File: config.mk
export PLATFORM = sky130hd
export DESIGN_NAME = picorv32_wb_master
export DESIGN_NICKNAME = d
export VERILOG_FILES = /design/src/rtl/picorv32_wb_master_pkg.sv /design/src/rtl/picorv32_wb_master_timeout.sv /design/src/rtl/picorv32_wb_master.sv
export SDC_FILE = /design/constraint.sdc
export NUM_CORES = 1
export LEC_CHECK = 0
export BUFFER_PORTS_ARGS = -buffer_cell sky130_fd_sc_hd__buf_2
export CAP_MARGIN = 20
export CORE_ASPECT_RATIO = 0.5
export CORE_MARGIN = 2
export CORE_UTILIZATION = 40
export CTS_BUF_LIST = sky130_fd_sc_hd__clkbuf_16
export CTS_CLUSTER_SIZE = 40
export DETAILED_ROUTE_END_ITERATION = 6
export PLACE_DENSITY = 0.73
export SLEW_MARGIN = 20
export SYNTH_ARGS = -nofsm -noshare
export SYNTH_HDL_FRONTEND = slang
export SYNTH_SLANG_ARGS = --single-unit
File: constraint.sdc
create_clock -name i_clk -period 3.2 [get_ports i_clk]
set_clock_uncertainty 0.05 [all_clocks]
set_input_delay 0.32 -clock i_clk [delete_from_list [all_inputs] [get_ports i_clk]]
set_output_delay 0.32 -clock i_clk [all_outputs]
set_load 0.02 [all_outputs]
File: src/rtl/picorv32_wb_master_pkg.sv
// Shared definitions for the picorv32 -> Wishbone bus initiator.
//   wbm_state_e    : initiator FSM state encoding
//   SLV_*_BASE     : slave address map of the SoC interconnect
//   wb_sel_of()    : byte selects derived from the CPU write strobes
package picorv32_wb_master_pkg;

    typedef enum logic [1:0] {
        ST_IDLE = 2'd0,
        ST_REQ  = 2'd1,
        ST_WAIT = 2'd2,
        ST_DONE = 2'd3
    } wbm_state_e;

    localparam logic [31:0] SLV_SRAM_BASE = 32'h0000_0000;
    localparam logic [31:0] SLV_LED_BASE  = 32'h8000_0000;
    localparam logic [31:0] SLV_UART_BASE = 32'h8000_0008;
    localparam logic [31:0] SLV_CDT_BASE  = 32'h8000_0010;

    // Reads fetch the whole word; writes select only the strobed bytes.
    function automatic logic [3:0] wb_sel_of(input logic [3:0] wstrb);
        return (|wstrb) ? wstrb : 4'hF;
    endfunction

endpackage

File: src/rtl/picorv32_wb_master_timeout.sv
// No-response watchdog for one Wishbone transfer.
//   i_clk, i_resetn : clock, async active-low reset
//   i_clr           : restart the count (start of a transfer)
//   i_en            : count this cycle (transfer outstanding)
//   o_expired       : count has reached LIMIT
module wb_timeout_counter #(
    parameter int W     = 16,
    parameter int LIMIT = 255
) (
    input  logic i_clk,
    input  logic i_resetn,
    input  logic i_clr,
    input  logic i_en,
    output logic o_expired
);

    localparam logic [W-1:0] LIMIT_W = W'(LIMIT);

    logic [W-1:0] cnt;

    // Saturates at LIMIT so a long-abandoned count never wraps back to "alive".
    always_ff @(posedge i_clk or negedge i_resetn) begin
        if (!i_resetn)
            cnt <= '0;
        else if (i_clr)
            cnt <= '0;
        else if (i_en && cnt != LIMIT_W)
            cnt <= cnt + 1'b1;
    end

    assign o_expired = (cnt == LIMIT_W);

endmodule

File: src/rtl/picorv32_wb_master.sv
// picorv32 native memory port -> single pipelined Wishbone B4 transfers.
// One request at a time: latch, strobe until accepted, wait for ACK/ERR
// (or timeout), pulse o_mem_ready for one cycle, then one dead cycle.
//   i_mem_*        : CPU request (valid/instr/addr/wdata/wstrb)
//   o_mem_ready/rdata : completion pulse and read data
//   o_wb_* / i_wb_*: Wishbone initiator signals
//   i_bus_err_clr  : clears the sticky error capture
//   o_bus_err*     : sticky first-error flag, address, fetch flag, timeout flag
module picorv32_wb_master
    import picorv32_wb_master_pkg::*;
#(
    parameter int TIMEOUT_CYCLES = 255,
    parameter int TIMEOUT_W      = 16
) (
    input  logic        i_clk,
    input  logic        i_resetn,
    input  logic        i_mem_valid,
    input  logic        i_mem_instr,
    input  logic [31:0] i_mem_addr,
    input  logic [31:0] i_mem_wdata,
    input  logic [3:0]  i_mem_wstrb,
    output logic        o_mem_ready,
    output logic [31:0] o_mem_rdata,
    output logic [31:0] o_wb_addr,
    output logic [31:0] o_wb_data,
    output logic [3:0]  o_wb_sel,
    output logic        o_wb_we,
    output logic        o_wb_cyc,
    output logic        o_wb_stb,
    input  logic        i_wb_ack,
    input  logic [31:0] i_wb_data,
    input  logic        i_wb_stall,
    input  logic        i_wb_err,
    input  logic        i_bus_err_clr,
    output logic        o_bus_err,
    output logic [31:0] o_bus_err_addr,
    output logic        o_bus_err_instr,
    output logic        o_bus_err_timeout
);

    wbm_state_e  state_q, state_d;
    logic        instr_q, instr_d;
    logic        cyc_d, stb_d, we_d, ready_d;
    logic [31:0] addr_d, data_d, rdata_d;
    logic [3:0]  sel_d;
    logic        err_d, err_instr_d, err_tmo_d;
    logic [31:0] err_addr_d;
    logic        tmo_clr, tmo_en, tmo_expired;
    logic        resp, complete, cmpl_err, cmpl_tmo;

    assign tmo_en = (state_q == ST_REQ) || (state_q == ST_WAIT);

    wb_timeout_counter #(
        .W     (TIMEOUT_W),
        .LIMIT (TIMEOUT_CYCLES)
    ) u_tmo (
        .i_clk     (i_clk),
        .i_resetn  (i_resetn),
        .i_clr     (tmo_clr),
        .i_en      (tmo_en),
        .o_expired (tmo_expired)
    );

    always_comb begin
        state_d  = state_q;
        instr_d  = instr_q;
        cyc_d    = o_wb_cyc;
        stb_d    = o_wb_stb;
        addr_d   = o_wb_addr;
        data_d   = o_wb_data;
        sel_d    = o_wb_sel;
        we_d     = o_wb_we;
        ready_d  = 1'b0;
        rdata_d  = 32'h0;
        tmo_clr  = 1'b0;
        resp     = 1'b0;
        complete = 1'b0;
        cmpl_err = 1'b0;
        cmpl_tmo = 1'b0;

        case (state_q)
            ST_IDLE: begin
                if (i_mem_valid) begin
                    addr_d  = i_mem_addr;
                    data_d  = i_mem_wdata;
                    instr_d = i_mem_instr;
                    we_d    = |i_mem_wstrb;
                    sel_d   = wb_sel_of(i_mem_wstrb);
                    cyc_d   = 1'b1;
                    stb_d   = 1'b1;
                    tmo_clr = 1'b1;
                    state_d = ST_REQ;
                end
            end
            ST_REQ, ST_WAIT: begin
                // A response while the strobe is still stalled belongs to no
                // accepted request, so it only counts once stall is low.
                resp = (i_wb_ack || i_wb_err) &&
                       ((state_q == ST_WAIT) || !i_wb_stall);
                if (resp) begin
                    complete = 1'b1;
                    cmpl_err = i_wb_err;          // ERR wins over ACK
                end else if (tmo_expired) begin
                    complete = 1'b1;
                    cmpl_err = 1'b1;
                    cmpl_tmo = 1'b1;
                end

                if (complete) begin
                    cyc_d   = 1'b0;
                    stb_d   = 1'b0;
                    ready_d = 1'b1;
                    rdata_d = (!cmpl_err && !o_wb_we) ? i_wb_data : 32'h0;
                    state_d = ST_DONE;
                end else if (state_q == ST_REQ && !i_wb_stall) begin
                    stb_d   = 1'b0;
                    state_d = ST_WAIT;
                end
            end
            ST_DONE: state_d = ST_IDLE;
            default: state_d = ST_IDLE;
        endcase
    end

    // Sticky error capture: clear first, so an error landing in the same
    // cycle as a clear is what remains captured.
    always_comb begin
        err_d       = o_bus_err;
        err_addr_d  = o_bus_err_addr;
        err_instr_d = o_bus_err_instr;
        err_tmo_d   = o_bus_err_timeout;
        if (i_bus_err_clr) begin
            err_d       = 1'b0;
            err_addr_d  = 32'h0;
            err_instr_d = 1'b0;
            err_tmo_d   = 1'b0;
        end
        if (complete && cmpl_err && (!o_bus_err || i_bus_err_clr)) begin
            err_d       = 1'b1;
            err_addr_d  = o_wb_addr;
            err_instr_d = instr_q;
            err_tmo_d   = cmpl_tmo;
        end
    end

    always_ff @(posedge i_clk or negedge i_resetn) begin
        if (!i_resetn) begin
            state_q           <= ST_IDLE;
            instr_q           <= 1'b0;
            o_wb_cyc          <= 1'b0;
            o_wb_stb          <= 1'b0;
            o_wb_addr         <= 32'h0;
            o_wb_data         <= 32'h0;
            o_wb_sel          <= 4'h0;
            o_wb_we           <= 1'b0;
            o_mem_ready       <= 1'b0;
            o_mem_rdata       <= 32'h0;
            o_bus_err         <= 1'b0;
            o_bus_err_addr    <= 32'h0;
            o_bus_err_instr   <= 1'b0;
            o_bus_err_timeout <= 1'b0;
        end else begin
            state_q           <= state_d;
            instr_q           <= instr_d;
            o_wb_cyc          <= cyc_d;
            o_wb_stb          <= stb_d;
            o_wb_addr         <= addr_d;
            o_wb_data         <= data_d;
            o_wb_sel          <= sel_d;
            o_wb_we           <= we_d;
            o_mem_ready       <= ready_d;
            o_mem_rdata       <= rdata_d;
            o_bus_err         <= err_d;
            o_bus_err_addr    <= err_addr_d;
            o_bus_err_instr   <= err_instr_d;
            o_bus_err_timeout <= err_tmo_d;
        end
    end

endmodule
==> impl_metrics.py, run 1 <==
metrics = {
    "floorplan": {
        "dieHeight_um": 91.95,
        "design.core.area_mm2": 0.01525,
        "fp.dieW_um": 179.9,
        "io_pins": 247,
        "initial_core_util": 0.4056,
        "rows": 32,
        "die-area_mm2": 0.01654,
    },
    "sta": {
        "setup_tns_ps": 0,
        "slew-limit-headroom": 0.4413,
        "setup_viol": 0,
        "worst_slew_pin_slew_ps": 838.1,
        "final-hold-violation-count": 0,
        "slew_viol_final": 0,
        "rsz0062_at_grt": "false",
        "fmax_mhz": 452.4,
        "fin_crit_ps": 2210,
        "min_period_over_period": 0.6907,
    },
    "critical_path": {
        "start_kind": "flip-flop",
        "required_ps": 3450,
        "crit_type": "flip-flop to flip-flop",
        "cp.arrival_ps": 2460,
        "end_kind": "flip-flop",
        "ff2ff_setup_slack_ps": 990,
        "cp_max_fo": 33,
    },
    "global_routing": {
        "grt_pass1_wl_um": 24180,
        "track_usage": 0.1829,
        "grt_pass1_vias": 4888,
        "grt_max_degree": 93,
        "antenna_found_initial": 0,
        "gr-total-overflow": 0,
    },
    "synth": {
        "synth_area_mm2": 0.006187,
        "synth_nets": 688,
        "yosysSeqAreaShare": 0.6390,
        "netlist_instances": 576,
        "yosysUniqueCellTypes": 42,
        "yosys_warnings": 0,
        "ys_ff_latch": 158,
        "avgSynthCellArea_um2": 10.74,
    },
    "routing": {
        "routedWlPerCell_um": 14.14,
        "drtIter0Drc": 271,
        "drt_pass1_iterations": 5,
        "routed_wirelength_um": 14710,
        "ant_nets": 0,
        "drc": 0,
        "routed-via-count": 4929,
        "routed_via_density": 4.739,
    },
    "final_layout": {
        "utilization": 0.5360,
        "area_delta_synth_final_pct": 32.15,
        "final_cell_mix": "245 x buf_2, 218 x nand2_1, 158 x dfrtp_1",
        "final_nets": 935,
        "final_common_cell": "buf_2",
        "multiInputGateArea_mm2": 0.002067,
        "diodes": 0,
        "nFillCells": 1355,
        "regArea_mm2": 0.003954,
        "layout-drive-gt1-share": 0.3708,
    },
    "clock_tree": {
        "clk_latency_ps": 420,
        "clockBufferDepth": 2,
        "cts_tree": "done",
        "ctsResizeCount": 0,
        "cts.sinks": 158,
        "clk_pin_slew_ps": 80,
        "cts_buffers": 17,
        "cts-root-buf": "clkbuf_16",
        "cts.htree.levels": 4,
    },
    "placed_design": {
        "io_buffers": 246,
        "place_hpwl_um": 10370,
        "gp_congestion": 0.7819,
    },
    "power_and_ir_drop": {
        "vdd.ir_drop.worst_mv": 0.4240,
        "p_leak_nw": 4.574,
        "powerDensity_mw_per_mm2": 978.0,
        "power.total_mw": 7.997,
    },
    "outcome": {
        "status": "finished, final reports clean",
    },
    "flow_run": {
        "max_cap_violations": 0,
    },
    "worst_hold_path": {
        "hp-class": "input port to flip-flop",
    },
}
## final cells by class
cell class / count / area share
clock buffers: 17 / 0.05203
well taps: 204 / 0.03122
inverters: 5 / 0.002295
multi-input cells: 384 / 0.2528
clock inverters: 15 / 0.01637
repair buffers: 257 / 0.1617
flip-flops and latches: 158 / 0.4835
## state kept, by name, indices dropped and copies added (netlist names), 2 cells and up
name and cells:
o_bus_err_addr 32, o_mem_rdata 32, o_wb_data 32, o_wb_sel 4, state_q 2, o_wb_addr 32
u_tmo.cnt 16
## timing repair
item	CTS	global route
hold endpoints to repair	89	0
hold buffers	1	0
buffers inserted	0	0
## synth_stat cells, drive strengths merged
cell type / count / area (um2)
nor2b: 1 / 6.260
nand3: 4 / 20.02
a22o: 33 / 301.5
nor3: 4 / 20.02
a31oi: 3 / 33.78
nor4: 4 / 40.04
nor2: 7 / 26.28
o211ai: 3 / 22.52
and3: 4 / 26.28
o22ai: 1 / 6.260
o21a: 1 / 7.510
nand4b: 1 / 8.760
a41o: 1 / 11.26
o21ai: 13 / 76.33
buf: 9 / 82.57
dfrtp: 158 / 3954
ha: 4 / 50.05
a31o: 1 / 8.760
inv: 5 / 18.77
o311a: 1 / 10.01
clkbuf: 20 / 75.07
nand2: 219 / 822.0
nand4: 6 / 52.55
or4: 3 / 22.52
and4: 3 / 27.53
and3b: 2 / 17.52
or3: 6 / 37.54
a211oi: 1 / 20.02
and2: 34 / 212.7
xor2: 6 / 52.55
nor4b: 1 / 23.77
nand2b: 4 / 25.02
o31ai: 1 / 7.510
a21oi: 12 / 60.06
## report_power, final
| group | internal (mW) | switching, mW |
|---|---|---|
| Clock | 1.02 | 0.873 |
| Sequential | 2.68 | 0.408 |
| Combinational | 1.01 | 2.00 |
## path summary, 6_finish.rpt
kind	from	endpoint	cells past startpoint
max	state_q[1]$_DFFE_PN0P_	o_bus_err_addr[14]$_DFFE_PN0P_	7
min	i_mem_addr[29]	o_wb_addr[29]$_DFFE_PN0P_	3
max reg2reg	state_q[1]$_DFFE_PN0P_	o_bus_err_addr[14]$_DFFE_PN0P_	7
min reg2reg	o_wb_sel[1]$_DFFE_PN0P_	o_wb_sel[1]$_DFFE_PN0P_	2
max in group asynchronous	i_resetn	o_wb_sel[1]$_DFFE_PN0P_	3
min in group asynchronous	i_resetn	o_mem_rdata[7]$_DFF_PN0_	2
## critical path, stage by stage (launching register included)
cell and delay [ps]:
dfrtp_1 390, inv_1 80, ha_1 430, nor2b_1 300, a31o_2 250, a31oi_4 30, buf_4 270, a22o_2 300
## routing by layer
layer / routed length, um / global-route usage / vias up
met3: 824 / 0.05282 / 25
met2: 7079 / 0.2953 / 162
met4: 316 / 0.06707 / 0
li1: - / - / 2402
met5: 0 / 0 / -
met1: 6487 / 0.2365 / 2340
## through the flow
step	worst slack, ps	cell area [um2]	hold slack [ps]	cells
6_report	989.7	8177	33.09	1040
5_1_grt	791.2	8177	9.634	1040
4_1_cts	1008	8177	15.21	1040
3_5_place_dp	1014	7607	400.3	1007
3_3_place_gp	1085	7607	396.7	1007
2_1_floorplan	1263	6187	-25.59	576
## cell families after synthesis
| logic type | synth area share |
|---|---|
| and+or+nand+nor | 0.2245 |
| DFF | 0.6390 |
| AOI/OAI and AO/OA | 0.09141 |
| buffers and inverters | 0.02851 |
| xor gates and xnor gates | 0.008493 |
| adders and majority gates | 0.008089 |
No activity file was read; power rests on OpenSTA's default activity.
==> run 2, diff against run 1 <==
--- a/config.mk
+++ b/config.mk
@@ -5,6 +5,7 @@
 export SDC_FILE = /design/constraint.sdc
 export NUM_CORES = 1
 export LEC_CHECK = 0
+export ABC_AREA = 1
 export BUFFER_PORTS_ARGS = -buffer_cell sky130_fd_sc_hd__buf_2
 export CAP_MARGIN = 20
 export CORE_ASPECT_RATIO = 0.5
@@ -13,7 +14,7 @@
 export CTS_BUF_LIST = sky130_fd_sc_hd__clkbuf_16
 export CTS_CLUSTER_SIZE = 40
 export DETAILED_ROUTE_END_ITERATION = 6
-export PLACE_DENSITY = 0.73
+export PLACE_DENSITY = 0.72
 export SLEW_MARGIN = 20
 export SYNTH_ARGS = -nofsm -noshare
 export SYNTH_HDL_FRONTEND = slang
==> constraint.sdc (replaced) <==
create_clock -name i_clk -period 2.1 [get_ports i_clk]
set_clock_uncertainty 0.05 [all_clocks]
set_input_delay 0.21 -clock i_clk [delete_from_list [all_inputs] [get_ports i_clk]]
set_output_delay 0.21 -clock i_clk [all_outputs]
set_load 0.02 [all_outputs]
==> impl_metrics.py, run 2 <==
metrics = {
    "outcome": {
        "status": "finished, final reports clean",
    },
    "floorplan": {
        "design.core.area_mm2": 0.01570,
        "io_pins": 247,
        "die-area_mm2": 0.01742,
        "fp.dieW_um": 184.7,
        "initial_core_util": 0.4159,
        "dieHeight_um": 94.33,
        "rows": 32,
    },
    "critical_path": {
        "required_ps": 2350,
        "cp.arrival_ps": 2150,
        "cpMostUsedCell": "nand2_1",
        "end_kind": "flip-flop",
        "crit_chain": "ha_1, nand3_2, nor2_4, nand2_2, nand2_1, nand4_2, buf_12, nand3_1, nand2_1",
        "start_kind": "flip-flop",
        "crit_type": "flip-flop to flip-flop",
        "cp_max_fo": 29,
        "slowest_delay_ps": 440,
        "critPathSlowestCell": "dfrtp_1",
    },
    "clock_tree": {
        "clk_latency_ps": 410,
        "clockBufferDepth": 2,
        "cts.sinks": 158,
        "cts-root-buf": "clkbuf_16",
        "clk_pin_slew_ps": 70,
        "cts.htree.levels": 4,
        "cts_buffers": 17,
        "cts_tree": "done",
        "ctsResizeCount": 0,
    },
    "sta": {
        "fmax_mhz": 527.3,
        "setup_viol": 0,
        "slew_viol_final": 0,
        "fin_crit_ps": 1896,
        "setup_tns_ps": 0,
        "min_period_over_period": 0.9030,
        "final-hold-violation-count": 0,
        "rsz0062_at_grt": "false",
        "worst_slew_pin_slew_ps": 531.1,
        "slew-limit-headroom": 0.6452,
        "worst_slack_ps": 203.7,
    },
    "placed_design": {
        "place_hpwl_um": 12320,
        "gp_congestion": 0.8828,
        "dp_slack_ps": 233.6,
        "io_buffers": 246,
        "dp.cells": 1189,
    },
    "synth": {
        "yosysSeqAreaShare": 0.6057,
        "ys_ff_latch": 158,
        "yosys_warnings": 0,
        "synth_nets": 856,
        "yosys-top-cells-count": "320 x nand2_1, 158 x dfrtp_1, 64 x nor2_1",
        "synth_area_mm2": 0.006528,
        "yosys-top-cells-area": "dfrtp_1 61%, nand2_1 18%, nand3_1 3.8%",
        "synth_top_family_by_area": "simple AND/OR/NAND/NOR gates",
        "synth_simple_gate_area_frac": 0.3121,
        "yosysUniqueCellTypes": 30,
        "synth_mux_area_frac": 0,
        "async_flop_share": 1.000,
        "synth_top_area_share": 0.6057,
        "netlist_instances": 744,
        "yosysMostFrequentCell": "nand2_1",
        "synth-compound-area-share": 0.01955,
        "synth_edf_count": 0,
        "ys.flop_type": "dfrtp_1",
        "synth-adder-area-share": 0.007667,
        "synth_xor_area_frac": 0.008051,
        "yosys.area.top_type": "dfrtp_1",
        "avgSynthCellArea_um2": 8.774,
    },
    "flow_run": {
        "max_cap_violations": 0,
    },
    "global_routing": {
        "track_usage": 0.2263,
        "grt_max_degree": 52,
        "grt_pass1_vias": 6335,
        "grt_pass1_wl_um": 31050,
        "gr-total-overflow": 0,
        "antenna_found_initial": 1,
    },
    "routing": {
        "routed_via_density": 4.817,
        "drt_pass1_iterations": 5,
        "highest_layer": "met4",
        "routed_wirelength_um": 19580,
        "routed-wl-met3_um": 1032,
        "wl_met1_um": 8063,
        "routed-via-count": 6368,
        "drc": 0,
        "ant_nets": 0,
        "met2WireLength_um": 9905,
        "drtIter0Drc": 404,
        "routedWlPerCell_um": 14.81,
    },
    "final_layout": {
        "area_delta_synth_final_pct": 48.78,
        "final_cells": 1322,
        "final_nets": 1199,
        "final_common_cell": "nand2_1",
        "final_cell_mix": "319 x nand2_1, 245 x buf_2, 158 x dfrtp_1",
        "layout-drive-gt1-share": 0.2800,
    },
    "power_and_ir_drop": {
        "powerDensity_mw_per_mm2": 1446,
        "p_leak_nw": 5.361,
        "power.total_mw": 14.05,
        "vdd.ir_drop.worst_mv": 0.8755,
    },
    "worst_hold_path": {
        "hp-class": "input port to flip-flop",
    },
}
## run 2: per-stage QoR
| stage | hold WS [ps] | cell area, um2 | util |
|---|---|---|---|
| finish | 20.51 | 9712 | 0.6188 |
| global route | 22.60 | 9712 | 0.6188 |
| CTS | 0.5012 | 9709 | 0.6186 |
| detailed placement | 88.17 | 8073 | 0.5143 |
| global placement | 84.19 | 8073 | 0.5143 |
| floorplan | -135.6 | 6528 | - |
## run 2: path summary, 6_finish.rpt
check                                         start                              to  slack, ps  cells after the start
max                        u_tmo.cnt[0]$_DFFE_PN0P_  o_bus_err_addr[17]$_DFFE_PN0P_        200                      9
min                                   i_wb_data[25]       o_mem_rdata[25]$_DFF_PN0_         20                      3
max reg2reg                u_tmo.cnt[0]$_DFFE_PN0P_  o_bus_err_addr[17]$_DFFE_PN0P_        200                      9
min reg2reg                o_wb_data[0]$_DFFE_PN0P_        o_wb_data[0]$_DFFE_PN0P_        420                      2
max in group asynchronous                  i_resetn       o_wb_addr[14]$_DFFE_PN0P_       1110                      3
min in group asynchronous                  i_resetn        o_wb_data[7]$_DFFE_PN0P_        210                      2
## run 2: area by class of cell
type	count	area, um2
Fill cell	1292	5983
Sequential cell	158	3954
Timing Repair Buffer	365	2469
Multi-Input combinational cell	517	2270
Clock buffer	17	425.4
Tap cell	221	276.5
Clock inverter	15	210.2
Inverter	28	105.1
Antenna cell	1	2.502
## run 2: power by group
group          total, mW  internal [mW]  switching (mW)
Combinational       5.84           1.92            3.93
Clock               3.31           2.02            1.29
Sequential          4.89           4.15           0.744
## run 2: worst max-delay path: cells and delay by family (launching register included)
family / cells / cell delay, ps
buffers and inverters: 1 / 250
and+or+nand+nor: 7 / 810
DFF: 1 / 440
adders and majority gates: 1 / 220
## run 2: what timing repair did
item                                    4_1_cts  5_1_grt
setup buffers                                 0        0
hold buffers                                100        0
hold endpoints to repair                    133        0
endpoints found under the setup margin        0        0
## run 2: cells by family (layout without fill, tap and decap cells)
group / count (synthesis) / after routing
AND/OR/NAND/NOR: 486 / 486
other: 0 / 1
flip-flops: 158 / 158
buffers and inverters: 69 / 425
AO/OA/AOI/OAI: 21 / 21
XOR/XNOR: 6 / 6
adder cells (fa/ha/maj): 4 / 4
## run 2: metal layers
metal | GRT usage | vias up
met2 | 0.4145 | 245
met5 | 0 | -
met1 | 0.2687 | 3032
li1 | - | 3041
met3 | 0.04204 | 50
met4 | 0.08598 | 0
==> run 3, diff against run 2 <==
==> constraint.sdc (replaced) <==
create_clock -name i_clk -period 2.1 [get_ports i_clk]
set_clock_uncertainty 0.05 [all_clocks]
set_input_delay 0.42 -clock i_clk [delete_from_list [all_inputs] [get_ports i_clk]]
set_output_delay 0.42 -clock i_clk [all_outputs]
set_load 0.02 [all_outputs]
==> impl_metrics.py, run 3 (same netlist as run 2, synthesis figures left out) <==
metrics = {
    "outcome": {
        "status": "finished, final reports clean",
    },
    "clock_tree": {
        "clockBufferDepth": 2,
        "clk_pin_slew_ps": 70,
        "cts_buffers": 17,
        "cts_tree": "done",
        "cts-root-buf": "clkbuf_16",
        "clk_latency_ps": 420,
        "cts.htree.levels": 4,
        "ctsResizeCount": 0,
        "cts.sinks": 158,
    },
    "critical_path": {
        "rr_worst_depth": 12,
        "slowest_delay_ps": 370,
        "cpMostUsedCell": "inv_1",
        "cp_max_fo": 32,
        "crit_start": "state_q[0]$_DFFE_PN0P_",
        "cpLargestDelayFamily": "buffers and inverters",
        "ff2ff_setup_slack_ps": 240,
        "r2r-start": "state_q[0]$_DFFE_PN0P_",
        "cp.arrival_ps": 2110,
        "end_kind": "flip-flop",
        "start_kind": "flip-flop",
        "cp_num_buf_inv": 5,
        "r2r-end": "o_mem_rdata[29]$_DFF_PN0_",
        "critPathSlowestCell": "dfrtp_1",
        "crit_type": "flip-flop to flip-flop",
        "crit_chain": "inv_1, ha_1, inv_1, nand2_1, o21ai_2, inv_1, nand2_1, inv_1, a21oi_4, or2_1, buf_12, nor2_1",
        "required_ps": 2350,
    },
    "final_layout": {
        "final_common_cell": "nand2_1",
        "nFillCells": 1420,
        "diodes": 0,
        "layout-drive-gt1-share": 0.3091,
        "final_cells": 1224,
        "final_area_mm2": 0.008723,
        "final_cell_mix": "319 x nand2_1, 245 x buf_2, 158 x dfrtp_1",
        "utilization": 0.5558,
        "final_nets": 1102,
        "area_delta_synth_final_pct": 33.64,
    },
    "power_and_ir_drop": {
        "powerDensity_mw_per_mm2": 1574,
        "p_switching_mw": 5.882,
        "swShare": 0.4285,
        "p_clk_frac": 0.233,
        "vdd.ir_drop.worst_mv": 0.6884,
        "p_leak_nw": 4.953,
        "p_seq_frac": 0.354,
        "p_int_mw": 7.845,
        "power.total_mw": 13.73,
        "power_frac_comb": 0.414,
    },
    "sta": {
        "slew_viol_final": 0,
        "rsz0062_at_grt": "false",
        "fin_crit_ps": 1864,
        "fmax_mhz": 536.6,
        "setup_viol": 0,
        "setup_tns_ps": 0,
        "slew-limit-headroom": 0.6525,
        "final-hold-violation-count": 0,
        "min_period_over_period": 0.8874,
        "worst_slew_pin_slew_ps": 521.3,
    },
    "global_routing": {
        "grt_pass1_vias": 5641,
        "track_usage": 0.2069,
        "grt_max_degree": 51,
        "grt_pass1_wl_um": 28190,
        "gr-total-overflow": 0,
        "antenna_found_initial": 0,
    },
    "routing": {
        "routed_via_density": 4.810,
        "routed_wirelength_um": 17560,
        "drc": 0,
        "ant_nets": 0,
        "drt_pass1_iterations": 5,
        "routedWlPerCell_um": 14.34,
        "drtIter0Drc": 355,
        "routed-via-count": 5887,
    },
    "flow_run": {
        "max_cap_violations": 0,
    },
    "worst_hold_path": {
        "min_to": "o_wb_data[26]$_DFFE_PN0P_",
        "hold_start": "i_mem_wdata[26]",
        "hp-class": "input port to flip-flop",
        "hold_path_depth": 3,
    },
    "floorplan": {
        "initial_core_util": 0.4159,
        "rows": 32,
        "fp.dieW_um": 184.7,
        "design.core.area_mm2": 0.01570,
        "io_pins": 247,
        "die-area_mm2": 0.01742,
        "dieHeight_um": 94.33,
    },
    "placed_design": {
        "gp_congestion": 0.8708,
        "place_area_mm2": 0.008100,
        "dp.cells": 1191,
        "io_buffers": 246,
        "place_hpwl_um": 12250,
    },
}
-- run 3: routing by layer --
layer | global-route usage | share of wire | vias to the layer above
met1 | 0.2649 | 0.43 | 2802
met4 | 0.07341 | 0.016 | 0
met5 | 0 | 0 | -
met3 | 0.05322 | 0.067 | 22
li1 | - | - | 2852
met2 | 0.3449 | 0.49 | 211
-- run 3: worst max-delay path by stage --
stage                                           end  slack [ps]  cells after the start
after CTS                 o_mem_rdata[21]$_DFF_PN0_         240                     12
after global placement     o_mem_rdata[2]$_DFF_PN0_         340                     12
after floorplan           o_mem_rdata[10]$_DFF_PN0_         360                      9
after global routing      o_mem_rdata[13]$_DFF_PN0_          60                     12
after detailed placement  o_mem_rdata[21]$_DFF_PN0_         260                     12
final                     o_mem_rdata[29]$_DFF_PN0_         240                     12
-- run 3: power by group through the flow --
stage	Combinational (mW)	Sequential, mW	Clock, mW
2_1_floorplan	2.39	6.06	0
3_3_place_gp	5.61	4.86	0
3_5_place_dp	5.73	4.89	0
4_1_cts	5.74	4.85	3.28
5_1_grt	6.28	4.98	3.41
6_report	5.68	4.85	3.19
-- run 3: final cells by class --
class / instances / area (um2) / area share
repair buffers: 268 / 1505 / 0.1725
flip-flops and latches: 158 / 3954 / 0.4532
clock inverters: 15 / 187.7 / 0.02151
well taps: 221 / 276.5 / 0.03170
clock buffers: 17 / 425.4 / 0.04877
multi-input cells: 517 / 2270 / 0.2602
inverters: 28 / 105.1 / 0.01205
-- run 3: timing repair --
item	4_1_cts	5_1_grt
endpoints found under the hold margin	44	0
hold buffers	1	0
setup buffers	0	0
-- run 3: worst register-to-register path, stage by stage (launching register included) --
cell and delay, ps:
dfrtp_1 370, inv_1 70, ha_1 190, inv_1 60, nand2_1 60, o21ai_2 130, inv_1 70, nand2_1 100
inv_1 70, a21oi_4 140, or2_1 160, buf_12 190, nor2_1 80
-- run 3: per-stage QoR --
step,setup WS [ps],hold slack [ps]
detailed placement,256.3,358.7
global placement,341.5,350.4
floorplan,355.5,74.41
finish,236.4,138.7
CTS,238.8,120.5
global route,56.63,127.8
